<file path="config.mk">
export PLATFORM = sky130hd
export DESIGN_NAME = adder_tree_pipelined
export DESIGN_NICKNAME = d
export VERILOG_FILES = /design/src/rtl/adder_tree_pkg.sv /design/src/rtl/adder_tree_level.sv /design/src/rtl/adder_tree_pipelined.sv
export SDC_FILE = /design/constraint.sdc
export NUM_CORES = 1
export LEC_CHECK = 0
export ABC_CLOCK_PERIOD_IN_PS = 5800
export CAP_MARGIN = 30
export CORE_AREA = 10 10 174 95
export DETAILED_ROUTE_END_ITERATION = 7
export DIE_AREA = 0 0 184 105
export GPL_TIMING_DRIVEN = 0
export MAX_ROUTING_LAYER = met4
export PLACE_DENSITY = 0.86
export SYNTH_ARGS = -nofsm -noshare
export SYNTH_HDL_FRONTEND = slang
export SYNTH_SLANG_ARGS = --single-unit
</file>
<file path="constraint.sdc">
create_clock -name clk -period 5.8 [get_ports clk]
set_input_delay 1.16 -clock clk [delete_from_list [all_inputs] [get_ports clk]]
set_output_delay 1.16 -clock clk [all_outputs]
set_load 0.1 [all_outputs]
</file>
<file path="src/rtl/adder_tree_pkg.sv">
// adder_tree_pkg: shared width helpers and operand extension for the pipelined adder tree
package adder_tree_pkg;
    localparam int MAX_W = 64;
    function automatic int clog2(input int n);
        int r;
        r = 0;
        while ((1 << r) < n) r++;
        return r;
    endfunction
    function automatic int out_width(input int n, input int w, input int acc);
        return w + clog2(n) + acc;
    endfunction
    function automatic logic [MAX_W-1:0] extend(input logic [MAX_W-1:0] v, input int w, input bit sgn);
        logic [MAX_W-1:0] r;
        r = v;
        for (int i = 0; i < MAX_W; i++) if (i >= w) r[i] = sgn & v[w-1];
        return r;
    endfunction
endpackage

</file>
<file path="src/rtl/adder_tree_level.sv">
// adder_tree_level: one registered pairwise reduction level with its tag pipeline
module adder_tree_level
    import adder_tree_pkg::*;
#(
    parameter int N = 16,
    parameter int W = 4,
    parameter bit SIGNED = 0
) (
    input  logic                   clk,
    input  logic                   reset,
    input  logic [N*W-1:0]         in_data,
    input  logic                   in_valid,
    input  logic                   in_first,
    input  logic                   in_last,
    input  logic                   in_mode,
    output logic [(N/2)*(W+1)-1:0] out_data,
    output logic                   out_valid,
    output logic                   out_first,
    output logic                   out_last,
    output logic                   out_mode
);
    logic [(N/2)*(W+1)-1:0] sums;
    function automatic logic [W:0] ext(input logic [W-1:0] v);
        return (W+1)'(extend(MAX_W'(v), W, SIGNED));
    endfunction
    for (genvar i = 0; i < N/2; i++) begin : g_add
        assign sums[i*(W+1) +: W+1] = ext(in_data[2*i*W +: W]) + ext(in_data[(2*i+1)*W +: W]);
    end
    always_ff @(posedge clk or negedge reset)
        if (!reset) begin
            out_data  <= '0;
            out_valid <= 1'b0;
            out_first <= 1'b0;
            out_last  <= 1'b0;
            out_mode  <= 1'b0;
        end else begin
            out_data  <= sums;
            out_valid <= in_valid;
            out_first <= in_first;
            out_last  <= in_last;
            out_mode  <= in_mode;
        end
endmodule

</file>
<file path="src/rtl/adder_tree_pipelined.sv">
// adder_tree_pipelined: pipelined binary adder tree with tagged beats and a burst accumulator
module adder_tree_pipelined
    import adder_tree_pkg::*;
#(
    parameter int N_INPUTS  = 16,
    parameter int IN_WIDTH  = 4,
    parameter int SIGNED    = 0,
    parameter int ACC_BITS  = 8,
    parameter int CNT_WIDTH = 8,
    localparam int LEVELS    = clog2(N_INPUTS),
    localparam int OUT_WIDTH = out_width(N_INPUTS, IN_WIDTH, ACC_BITS)
) (
    input  logic                         clk,
    input  logic                         reset,
    input  logic [N_INPUTS*IN_WIDTH-1:0] in_data,
    input  logic                         in_valid,
    input  logic                         in_first,
    input  logic                         in_last,
    input  logic                         acc_mode,
    output logic [OUT_WIDTH-1:0]         sum_out,
    output logic                         out_valid,
    output logic [CNT_WIDTH-1:0]         out_count,
    output logic                         out_overflow
);
    localparam int TW = IN_WIDTH + LEVELS;
    for (genvar k = 0; k < LEVELS; k++) begin : g_lvl
        localparam int NI = N_INPUTS >> k;
        localparam int WI = IN_WIDTH + k;
        logic [NI*WI-1:0]         di;
        logic [(NI/2)*(WI+1)-1:0] d;
        logic                     vi, fi, li, mi, v, f, l, m;
        if (k == 0) begin : g_src
            assign {di, vi, fi, li, mi} = {in_data, in_valid, in_first, in_last, acc_mode};
        end else begin : g_src
            assign {di, vi, fi, li, mi} = {g_lvl[k-1].d, g_lvl[k-1].v, g_lvl[k-1].f, g_lvl[k-1].l, g_lvl[k-1].m};
        end
        adder_tree_level #(.N(NI), .W(WI), .SIGNED(SIGNED != 0)) u_level (
            .clk(clk), .reset(reset),
            .in_data(di), .in_valid(vi), .in_first(fi), .in_last(li), .in_mode(mi),
            .out_data(d), .out_valid(v), .out_first(f), .out_last(l), .out_mode(m)
        );
    end
    logic [TW-1:0]        tree;
    logic                 t_valid, t_first, t_last, t_mode;
    logic [OUT_WIDTH-1:0] tree_ext, base, acc, acc_n;
    logic [CNT_WIDTH-1:0] cnt, cnt_n;
    logic                 ovf, ovf_n, carry, wrap;
    assign tree     = g_lvl[LEVELS-1].d;
    assign t_valid  = g_lvl[LEVELS-1].v;
    assign t_first  = g_lvl[LEVELS-1].f;
    assign t_last   = g_lvl[LEVELS-1].l;
    assign t_mode   = g_lvl[LEVELS-1].m;
    assign tree_ext = OUT_WIDTH'(extend(MAX_W'(tree), TW, SIGNED != 0));
    // wrap is two's-complement overflow for signed data, carry-out otherwise
    always_comb begin
        base = t_first ? '0 : acc;
        {carry, acc_n} = {1'b0, base} + {1'b0, tree_ext};
        wrap = (SIGNED != 0) ? (base[OUT_WIDTH-1] == tree_ext[OUT_WIDTH-1]) && (acc_n[OUT_WIDTH-1] != base[OUT_WIDTH-1]) : carry;
        cnt_n = t_first ? CNT_WIDTH'(1) : (&cnt ? cnt : cnt + CNT_WIDTH'(1));
        ovf_n = (ovf && !t_first) || wrap;
    end
    always_ff @(posedge clk or negedge reset)
        if (!reset) begin
            acc          <= '0;
            cnt          <= '0;
            ovf          <= 1'b0;
            sum_out      <= '0;
            out_count    <= '0;
            out_overflow <= 1'b0;
            out_valid    <= 1'b0;
        end else begin
            out_valid <= t_valid && (!t_mode || t_last);
            if (t_valid && !t_mode) begin
                sum_out      <= tree_ext;
                out_count    <= CNT_WIDTH'(1);
                out_overflow <= 1'b0;
            end
            if (t_valid && t_mode) begin
                acc <= acc_n;
                cnt <= cnt_n;
                ovf <= ovf_n;
                if (t_last) begin
                    sum_out      <= acc_n;
                    out_count    <= cnt_n;
                    out_overflow <= ovf_n;
                end
            end
        end
endmodule
</file>
==> results.sh <==
export IMPL_powerDensity_mw_per_mm2=452
export IMPL_fillers=899
export IMPL_clockBufferDepth=2
export IMPL_hold_viol=0
export IMPL_place_inst=1027
export IMPL_synth_flop_cell="dfrtp_1"
export IMPL_routed_wl_um=17200
export IMPL_cp_num_buf_inv=3
export IMPL_die_w_um=184
export IMPL_ys_seq_area_frac=0.474
export IMPL_fin_nets=1036
export IMPL_syn_area_per_cell_um2=10.7
export IMPL_drcViolationCount=0
export IMPL_switching_share=0.376
export IMPL_grt_max_degree=78
export IMPL_cts_num_sinks=153
export IMPL_max_stage_delay_ps=450
export IMPL_finalCritPeriodShare=0.540
export IMPL_die_area_mm2=0.0193
export IMPL_fin_skew_ps=14.3
export IMPL_grt_setup_unrepaired="no"
export IMPL_power_switching_mw=1.69
export IMPL_endpoint_kind="flop"
export IMPL_ys_warn_count=0
export IMPL_leakage_nw=4.74
export IMPL_layout_drive_gt1_share=0.0691
export IMPL_ir_worst_vdd_mv=0.287
export IMPL_finalPower_mw=4.49
export IMPL_synth_top_area_cell="dfrtp_1"
export IMPL_ys_seq_elements=153
export IMPL_fmax_mhz=319
export IMPL_cp_max_fo=10
export IMPL_yosysMostFrequentCell="dfrtp_1"
export IMPL_async_flop_share=1.00
export IMPL_post_drt_wl_per_cell_um=16.2
export IMPL_dpl_cell_area_mm2=0.00928
export IMPL_synth_top_family_by_area="adder cells"
export IMPL_synth_edf_count=0
export IMPL_ant_nets=0
export IMPL_crit_required_ps=6110
export IMPL_slowest_stage="clkbuf_1"
export IMPL_grt_pass1_vias=6159
export IMPL_pwr_share_comb=0.394
export IMPL_cts_setup_buffers=0
export IMPL_area_growth_pct=23.0
export IMPL_path_class="reg -> reg"
export IMPL_yosys_top_cells_count="dfrtp_1 (153), ha_1 (80), inv_1 (80), nand2_1 (69), xnor2_1 (42)"
export IMPL_drv_cap=0
export IMPL_run_status="complete, no violations"
export IMPL_numCtsBuffers=17
export IMPL_syn_area_mm2=0.00808
export IMPL_cts_resized=0
export IMPL_cts_hold_buf=0
export IMPL_clkPwrFrac=0.274
export IMPL_synthMuxAreaShare=0.00743
export IMPL_hold_class="reg -> reg"
export IMPL_place_congestion=0.890
export IMPL_instances_no_fill=1059
export IMPL_std_cell_rows=30
export IMPL_diodes=0
export IMPL_io_pins=96
export IMPL_grtUsageTotal=0.192
export IMPL_synth_top_area_share=0.474
export IMPL_portBuffers=95
export IMPL_hpwl_um=12300
export IMPL_grt_pass1_wl_um=29300
export IMPL_die_h_um=105
export IMPL_tightest_slew_ps=982
export IMPL_synth_compound_area_frac=0.136
export IMPL_worstPathArrival_ps=3440
export IMPL_maxSlewViolCount=0
export IMPL_synth_cell_types=63
export IMPL_clk_latency_ps=430
export IMPL_drtPass1Iterations=5
export IMPL_min_period_ps=3130
export IMPL_synth_xor_area_frac=0.0510
export IMPL_fp_coreArea_mm2=0.0134
export IMPL_cts_root_buffer="clkbuf_16"
export IMPL_synth_area_leaders="dfrtp_1 (47%), ha_1 (12%), xnor2_1 (4.6%)"
export IMPL_initial_utilization=0.604
export IMPL_finish_instance_area_mm2=0.00993
export IMPL_grt_overflow=0
export IMPL_antenna_found_initial=0
export IMPL_yosys_area_share_simple=0.117
export IMPL_cpLargestDelayFamily="compound AO/OA/AOI/OAI gates"
export IMPL_regArea_mm2=0.00383
export IMPL_path_cells="buf_2, clkbuf_1, nor2b_1, ha_1, fa_1, a211oi_2, o21ai_2, a21oi_2, buf_4, nor3_1, a221o_1"
export IMPL_maxSlewHeadroom=0.343
export IMPL_cts_tree="yes"
export IMPL_multi_input_area_mm2=0.00383
export IMPL_drt_first_iter_violations=400
export IMPL_synth_adder_area_share=0.164
export IMPL_p_int_mw=2.81
export IMPL_path_clk_slew_ps=70
export IMPL_critPathLaunchType="flop"
export IMPL_seq_power_share=0.333
export IMPL_synthCells=755
export IMPL_setup_violations=0
export IMPL_htreeDepth=4
export IMPL_via_per_inst=5.45
export IMPL_num_vias=5771
export IMPL_synthesis_nets=921
==> power groups by stage <==
stage / Clock, mW / Sequential [mW] / Combinational (mW)
floorplan: 0 / 1.70 / 1.10
global placement: 0 / 1.50 / 1.67
detailed placement: 0 / 1.51 / 1.74
CTS: 1.24 / 1.50 / 1.78
global route: 1.28 / 1.53 / 1.97
finish: 1.23 / 1.49 / 1.77
==> state kept, by name (all words and copies together), names as in the netlist <==
| signal | flops |
|---|---|
| cnt | 8 |
| acc | 16 |
| out_count | 8 |
| out_valid | 1 |
| ovf | 1 |
| g_lvl.u_level.out_mode | 4 |
| g_lvl.u_level.out_first | 4 |
| g_lvl.u_level.out_last | 4 |
| out_overflow | 1 |
| g_lvl.u_level.out_valid | 4 |
| g_lvl.u_level.out_data | 86 |
| sum_out | 16 |
==> final timing paths <==
kind	from	end	slack [ps]	depth (start not counted)
min in group asynchronous	reset	out_count[5]	770	1
min reg2reg	g_lvl[2].u_level.out_first	g_lvl[3].u_level.out_first	350	0
max in group asynchronous	reset	g_lvl[1].u_level.out_data[23]	4230	2
max	g_lvl[3].u_level.out_first	acc[12]	2670	11
min	g_lvl[2].u_level.out_first	g_lvl[3].u_level.out_first	350	0
max reg2reg	g_lvl[3].u_level.out_first	acc[12]	2670	11
==> kinds of logic after synthesis <==
| group | count (synthesis) |
|---|---|
| AOI/OAI and AO/OA | 167 |
| and+or+nand+nor | 184 |
| adders and majority gates | 96 |
| xor gates and xnor gates | 47 |
| muxes | 6 |
| buffers and inverters | 102 |
| DFF | 153 |
==> placed cells by master, fill, tap and decap left out, types with 11 or more instances in the layout <==
master	count
a21o_1	28
a21oi_1	41
buf_2	11
clkbuf_16	17
clkdlybuf4s50_1	94
dfrtp_1	153
fa_1	16
ha_1	80
inv_1	80
nand2_1	69
nand2b_1	15
nand3_1	16
nor2_1	15
nor2b_1	26
o211ai_1	12
o21ai_0	34
xnor2_1	42
==> cell type report <==
type | count | area share
Buffer | 22 | 0.0116
Clock buffer | 17 | 0.0428
Clock inverter | 15 | 0.0232
Inverter | 80 | 0.0302
Multi-Input combinational cell | 500 | 0.386
Sequential cell | 153 | 0.385
Tap cell | 176 | 0.0222
Timing Repair Buffer | 96 | 0.0986
==> metal layers <==
metal	share of wire	vias to the layer above	GRT usage
li1	-	2801	-
met5	0	-	-
met3	0.044	41	0.0453
met4	0.019	0	0.0634
met1	0.43	2786	0.217
met2	0.51	143	0.329
==> stage by stage <==
| step | hold WS [ps] | util | setup slack [ps] | TNS [ps] |
|---|---|---|---|---|
| after floorplan | 331 | - | 3160 | 0 |
| after global placement | 332 | 0.692 | -2220 | -337830 |
| after detailed placement | 335 | 0.694 | 2620 | 0 |
| after CTS | 352 | 0.743 | 2640 | 0 |
| after global routing | 361 | 0.743 | 2510 | 0 |
| final | 352 | 0.743 | 2670 | 0 |
No activity file was read; power rests on OpenSTA's default activity.
